$ cat src/rtl/llr_out_buffer.sv
// Saturating LLR collector with a two-frame ping-pong buffer, streamed out one LLR per cycle.
// Decouples the detector's fixed beat cadence from decoder back-pressure.
module llr_out_buffer #(
    parameter int IN_W  = 9,
    parameter int OUT_W = 8,
    parameter int NSYM  = 8,
    parameter int NBIT  = 3
) (
    input  logic             clk,
    input  logic             rstn,
    input  logic             in_valid,
    input  logic [2:0]       in_sym,
    input  logic [IN_W-1:0]  in_b1,
    input  logic [IN_W-1:0]  in_b2,
    input  logic [IN_W-1:0]  in_b3,
    output logic             out_valid,
    input  logic             out_ready,
    output logic [OUT_W-1:0] out_llr,
    output logic [4:0]       out_idx,
    output logic             out_last,
    output logic             frame_drop,
    output logic             seq_err,
    output logic             ovf_sticky
);

    localparam int         NLLR     = NSYM * NBIT;
    localparam logic [4:0] LAST_IDX = 5'(NLLR - 1);
    localparam logic [2:0] LAST_SYM = 3'(NSYM - 1);

    typedef enum logic [1:0] {W_IDLE, W_FILL, W_DROP} wstate_e;

    wstate_e                            state_q;
    logic [2:0]                         exp_sym_q;
    logic                               wr_bank_q, rd_bank_q;
    logic [1:0]                         full_q, full_d;
    logic [4:0]                         rd_idx_q, rd_idx_d;
    logic [1:0][NLLR-1:0][OUT_W-1:0]    bank_q;
    logic                               frame_drop_q, seq_err_q, ovf_q;

    logic [NBIT-1:0][IN_W-1:0] beat;
    logic [4:0]                wr_base;
    logic                      in_seq, write_beat, wr_done, rd_fire, rd_release;

    // Keep the low OUT_W bits when the dropped upper bits are pure sign extension.
    function automatic logic [OUT_W-1:0] sat(input logic [IN_W-1:0] v);
        logic [IN_W-OUT_W:0] hi;
        hi = v[IN_W-1:OUT_W-1];
        if ((&hi) || !(|hi))
            return v[OUT_W-1:0];
        return v[IN_W-1] ? {1'b1, {(OUT_W-1){1'b0}}} : {1'b0, {(OUT_W-1){1'b1}}};
    endfunction

    assign beat    = {in_b3, in_b2, in_b1};
    assign wr_base = 5'(in_sym) * 5'(NBIT);

    // A sym-0 beat opens a frame whenever the target bank is free; mid-fill the bank is never full.
    assign in_seq     = (state_q == W_FILL) && (in_sym == exp_sym_q);
    assign write_beat = in_valid && (in_seq || ((in_sym == 3'd0) && !full_q[wr_bank_q]));
    assign wr_done    = in_valid && in_seq && (in_sym == LAST_SYM);

    assign rd_fire    = full_q[rd_bank_q] && out_ready;
    assign rd_release = rd_fire && (rd_idx_q == LAST_IDX);

    always_comb begin
        full_d   = full_q;
        rd_idx_d = rd_idx_q;
        if (rd_fire)
            rd_idx_d = rd_release ? 5'd0 : rd_idx_q + 5'd1;
        if (rd_release)
            full_d[rd_bank_q] = 1'b0;
        if (wr_done)
            full_d[wr_bank_q] = 1'b1;
    end

    always_ff @(posedge clk or negedge rstn) begin
        if (!rstn) begin
            full_q    <= '0;
            rd_idx_q  <= '0;
            rd_bank_q <= 1'b0;
        end else begin
            full_q   <= full_d;
            rd_idx_q <= rd_idx_d;
            if (rd_release)
                rd_bank_q <= ~rd_bank_q;
        end
    end

    always_ff @(posedge clk or negedge rstn) begin
        if (!rstn) begin
            state_q      <= W_IDLE;
            exp_sym_q    <= '0;
            wr_bank_q    <= 1'b0;
            bank_q       <= '0;
            frame_drop_q <= 1'b0;
            seq_err_q    <= 1'b0;
            ovf_q        <= 1'b0;
        end else begin
            frame_drop_q <= 1'b0;
            seq_err_q    <= 1'b0;
            if (write_beat)
                for (int k = 0; k < NBIT; k++)
                    bank_q[wr_bank_q][wr_base + 5'(k)] <= sat(beat[k]);
            if (in_valid) begin
                case (state_q)
                    W_IDLE, W_DROP: begin
                        if (in_sym == 3'd0) begin
                            if (state_q == W_DROP)
                                seq_err_q <= 1'b1;
                            if (full_q[wr_bank_q]) begin
                                frame_drop_q <= 1'b1;
                                ovf_q        <= 1'b1;
                                state_q      <= W_DROP;
                            end else begin
                                exp_sym_q <= 3'd1;
                                state_q   <= W_FILL;
                            end
                        end else if (state_q == W_DROP) begin
                            if (in_sym == LAST_SYM)
                                state_q <= W_IDLE;
                        end else begin
                            seq_err_q <= 1'b1;
                        end
                    end
                    W_FILL: begin
                        if (in_seq) begin
                            exp_sym_q <= exp_sym_q + 3'd1;
                            if (in_sym == LAST_SYM) begin
                                wr_bank_q <= ~wr_bank_q;
                                state_q   <= W_IDLE;
                            end
                        end else begin
                            seq_err_q <= 1'b1;
                            if (in_sym == 3'd0)
                                exp_sym_q <= 3'd1;
                            else
                                state_q <= W_IDLE;
                        end
                    end
                    default: state_q <= W_IDLE;
                endcase
            end
        end
    end

    assign out_valid  = full_q[rd_bank_q];
    assign out_llr    = bank_q[rd_bank_q][rd_idx_q];
    assign out_idx    = rd_idx_q;
    assign out_last   = (rd_idx_q == LAST_IDX);
    assign frame_drop = frame_drop_q;
    assign seq_err    = seq_err_q;
    assign ovf_sticky = ovf_q;

endmodule

$ cat config.mk
export PLATFORM = sky130hd
export DESIGN_NAME = llr_out_buffer
export DESIGN_NICKNAME = d
export VERILOG_FILES = /design/src/rtl/llr_out_buffer.sv
export SDC_FILE = /design/constraint.sdc
export NUM_CORES = 1
export LEC_CHECK = 0
export BUFFER_PORTS_ARGS = -buffer_cell sky130_fd_sc_hd__buf_2
export CAP_MARGIN = 20
export CELL_PAD_IN_SITES_DETAIL_PLACEMENT = 0
export CELL_PAD_IN_SITES_GLOBAL_PLACEMENT = 2
export CORE_UTILIZATION = 35
export DETAILED_ROUTE_END_ITERATION = 10
export MAX_ROUTING_LAYER = met4
export PLACE_DENSITY_LB_ADDON = 0.12
export SLEW_MARGIN = 10
export SYNTH_ARGS = -nofsm -noshare
export SYNTH_HDL_FRONTEND = slang
export SYNTH_SLANG_ARGS = --single-unit
$ cat constraint.sdc
create_clock -name clk -period 7.05 [get_ports clk]
set_input_delay 0.705 -clock clk [delete_from_list [all_inputs] [get_ports clk]]
set_output_delay 0.705 -clock clk [all_outputs]
set_load 0.02 [all_outputs]
==> metrics list <==
* Outcome: complete, no violations
* Cell area after placement: 28900 sq um
* Via count of the first global-routing pass: 26300
* Total setup violations reported at the end of the flow: 0
- Number of antenna violations at the first check in global routing: 8
* Share of synthesized area occupied by flip-flops and latches: 36.3%
- The final layout contains 2963 nets.
- The number of max-slew violations in the final report is 0.
* Setup crit start kind: primary input
- Final period utilization: 79.4%
* Worst Max-Slew Pin Slew: 1.27 ns
- Clock root buffer: sky130_fd_sc_hd__clkbuf_16
- The average instance in the mapped netlist occupies 9.26 sq um.
* Pwr per Cell Area: 223 nW/um^2
- Post-route cell area: 30800 sq um
- Total number of yosys warnings: 0
- Fraction of final layout cells sized beyond drive strength 1: 18.1%
* Sequence of cells on the critical path: buf_2 -> ha_1 -> inv_1 -> fa_1 -> inv_1 -> ha_1 -> xnor3_1 -> or3_1 -> nor3_2 -> buf_4 -> a221oi_2 -> nand2b_1 -> o31ai_1
* CTS H-Tree Depth: 2
- Clock tree from TritonCTS: built
- Summing every instance area after synthesis gives 27700 sq um.
* Routability congestion estimate from global placement: 1.02
- Hold Vio Cnt, Final: 0
* Area overhead of the layout relative to synthesis: 11.3%
- Fin Clk Skew: 0.0245 ns
* Overall routing resource usage: 36.0%
* Area of the core: 77800 sq um
* Largest cells by area after synthesis: sky130_fd_sc_hd__dfrtp_1 36%, sky130_fd_sc_hd__a221oi_1 8.8%, sky130_fd_sc_hd__o31ai_1 8.7%, sky130_fd_sc_hd__mux4_2 8.5%, sky130_fd_sc_hd__nand2_1 5.3%
* Worst r2r src: wr_bank_q
* Source of the critical timing path: in_sym[0]
* Seq cells post-synth: 401
- Minimum setup slack in the final design: 1.46 ns
- Final period demand of the worst path: 5.59 ns
- Via count of the routed design: 27700
* DIE WIDTH: 283 microns
- RSZ-0062 raised after global routing: no
* Overall die height: 283 microns
- Among all flip-flop cells after synthesis, the most frequent one is sky130_fd_sc_hd__dfrtp_1.
- For this design, the slowest cell found on the critical path is sky130_fd_sc_hd__fa_1.
- Detail-routed net length per standard cell: 36.1 microns
* PostCTS Resize Cnt: 0
- Buffer depth of the longest clock path: 3
- On the worst path, the slowest cell contributes a delay of 0.89 ns.
- The tool flagged a number of max-cap violations equal to 0.
* Setup bufs post-CTS: 0
- The number of clock buffers added by TritonCTS is 52.
* Peak clock frequency supported by timing: 179 MHz
* Maximum number of pins on one net before global-route repair: 160
- STA classifies the critical path endpoint as a flip-flop.
- The first global-routing pass estimated 204000 microns of wire.
* First drt pass iteration count: 6
- Count of nets left with antenna violations after detail routing: 0
* Number of nets in the synthesized netlist: 3041
- Initial core utilization: 35.6%
- At the end of the flow the core is filled with cells to 39.6%.
* Post-CTS clock slew at the launch and capture registers of the worst setup and hold paths: 0.06 ns
- Summed over all nets, the half-perimeter wirelength after detailed placement is 93600 microns.
- Remaining Overflow, GRT: 0
* Worst setup path class: primary input to flip-flop
- Summing all multi-input logic gate instances after layout gives 16500 sq um.
* Signal arrival time at the worst endpoint: 6.13 ns
- Top fanout value on the critical path: 18
- Starting DRC count in detailed routing: 3650
- The sequential cells in the finished layout cover a total of 10000 sq um.
- Worst min path class: primary input to asynchronous set/reset pin
* Leakage dissipation: 11.3 nW
- The clock drives 401 sinks.
- Pre-CTS worst setup slack: 1.01 ns
- Number of core rows: 102
- Across the VDD grid, the largest voltage drop is 0.204 mV.
- FFs w/ async S/R, synth: 100%
- Library cell with the largest summed area after synthesis: sky130_fd_sc_hd__dfrtp_1
- Synthesis produced a netlist whose cell count is 2988.
- The filler cells instantiated in the layout total 7761.
- Average vias per placed instance: 6.94
- The later pin in the worst-skew pair is clocked with a latency of 0.64 ns.
- Final setup TNS: 0 ns
- In this run the count of I/O pins placed on the die edge is 52.
- Detailed Route WL: 144000 microns
* Port-buffer cells: 51
- Synth top area share: 36.3%
- Yosys mapped the design onto 69 distinct sky130hd cell types.
- Buffers inserted to repair hold after CTS numbered 0.
- Final routed DRC violation total: 0
- Full die area: 80200 sq um
* Worst EP required: 7.58 ns
* Worst relative slew slack: 15.5%
* Number of enable flip-flop cells after synthesis: 0
-- layout make-up --
cell class / count / area share (%)
antenna: 4 / 0.0325
clock buffer: 76 / 4.94
clock inverter: 18 / 0.662
inverter: 14 / 0.171
multi-input combinational: 2284 / 53.5
sequential: 401 / 32.6
tap: 1040 / 4.22
timing repair buffer: 157 / 3.88
-- synthesized netlist by cell type (10+ instances only) --
cell and n:
sky130_fd_sc_hd__o32ai_1 13, sky130_fd_sc_hd__mux2i_1 18, sky130_fd_sc_hd__a21o_1 25, sky130_fd_sc_hd__nand3_1 30, sky130_fd_sc_hd__nor2b_1 10, sky130_fd_sc_hd__o22ai_1 13, sky130_fd_sc_hd__nor2_1 369, sky130_fd_sc_hd__o31ai_1 319
sky130_fd_sc_hd__o31ai_2 21, sky130_fd_sc_hd__ha_1 18, sky130_fd_sc_hd__dfrtp_1 401, sky130_fd_sc_hd__buf_6 12, sky130_fd_sc_hd__buf_1 24, sky130_fd_sc_hd__mux2_2 18, sky130_fd_sc_hd__or3_1 10, sky130_fd_sc_hd__a221oi_1 279
sky130_fd_sc_hd__nor3_2 27, sky130_fd_sc_hd__a211oi_2 11, sky130_fd_sc_hd__a221o_1 44, sky130_fd_sc_hd__buf_2 71, sky130_fd_sc_hd__mux4_2 104, sky130_fd_sc_hd__a21oi_2 13, sky130_fd_sc_hd__inv_1 14, sky130_fd_sc_hd__o21ai_0 216
sky130_fd_sc_hd__o221ai_1 16, sky130_fd_sc_hd__a211oi_1 43, sky130_fd_sc_hd__nand2b_1 17, sky130_fd_sc_hd__a2111oi_4 10, sky130_fd_sc_hd__and3_1 16, sky130_fd_sc_hd__clkbuf_1 175, sky130_fd_sc_hd__nand2_1 388, sky130_fd_sc_hd__o21ai_1 27
sky130_fd_sc_hd__nor3_1 83, sky130_fd_sc_hd__a21oi_1 34
-- worst max-delay path, delay by kind of cell --
family                     cells  cell delay [ns]
adders and majority gates      3             1.67
AOI/OAI and AO/OA              2             0.51
xor gates and xnor gates       1             0.81
buffers and inverters          4             0.95
and+or+nand+nor                3             1.45
-- state kept, by name, summed over array words and instances (netlist names) --
register    cells
bank_q        384
out_idx         5
exp_sym_q       3
full_q          2
state_q         2
frame_drop      1
ovf_sticky      1
rd_bank_q       1
seq_err         1
wr_bank_q       1
-- cell usage in the layout, fill, tap and decap left out, drive strengths merged, types with 47 or more instances in the layout --
cell and n:
a211oi 56, a21oi 47, a221oi 285, buf 155, clkbuf 78, dfrtp 401
mux4 104, nand2 389, nor2 369, nor3 112, o21ai 251, o31ai 340
-- logic make-up (layout without fill, tap and decap cells) --
| kind of cell | after synthesis | in the layout | synth area share [%] |
|---|---|---|---|
| DFF | 401 | 401 | 36.3 |
| adders and majority gates | 19 | 19 | 0.886 |
| buffers and inverters | 303 | 265 | 4.84 |
| muxes | 140 | 140 | 9.84 |
| and+or+nand+nor | 981 | 981 | 15.6 |
| other | 0 | 4 | 0 |
| xor gates and xnor gates | 14 | 14 | 0.714 |
| AOI/OAI and AO/OA | 1130 | 1130 | 31.8 |
-- path summary, 6_finish.rpt --
| path | endpoint | slack, ns | depth (start not counted) |
|---|---|---|---|
| min in group clk | state_q[0] | 0.47 | 3 |
| min reg2reg | ovf_sticky | 0.47 | 1 |
| max | bank_q[324] | 1.46 | 13 |
| max reg2reg | bank_q[226] | 2.46 | 6 |
| min | bank_q[29] | 0.11 | 1 |
| max in group asynchronous | bank_q[319] | 5.38 | 2 |
-- through the flow --
step	total power [mW]	hold WS [ns]	instances
after floorplan	3.34	0.409	2988
after global placement	4.03	0.448	3869
after detailed placement	4.04	0.460	3878
after CTS	6.82	0.127	3972
after global routing	7.03	0.164	3994
final	6.87	0.113	3994
-- layer usage --
metal	part of all wire, %	track usage (%)
met5	0	-
met4	4.6	14.5
met3	9.4	7.59
met2	44	52.6
met1	43	48.6
-- power breakdown --
part | switching, mW | total, mW | internal, mW
clock network | 1.17 | 2.78 | 1.60
registers | 0.124 | 2.51 | 2.39
logic | 1.18 | 1.58 | 0.394
total | 2.48 | 6.87 | 4.39
No activity file was read; power rests on OpenSTA's default activity.
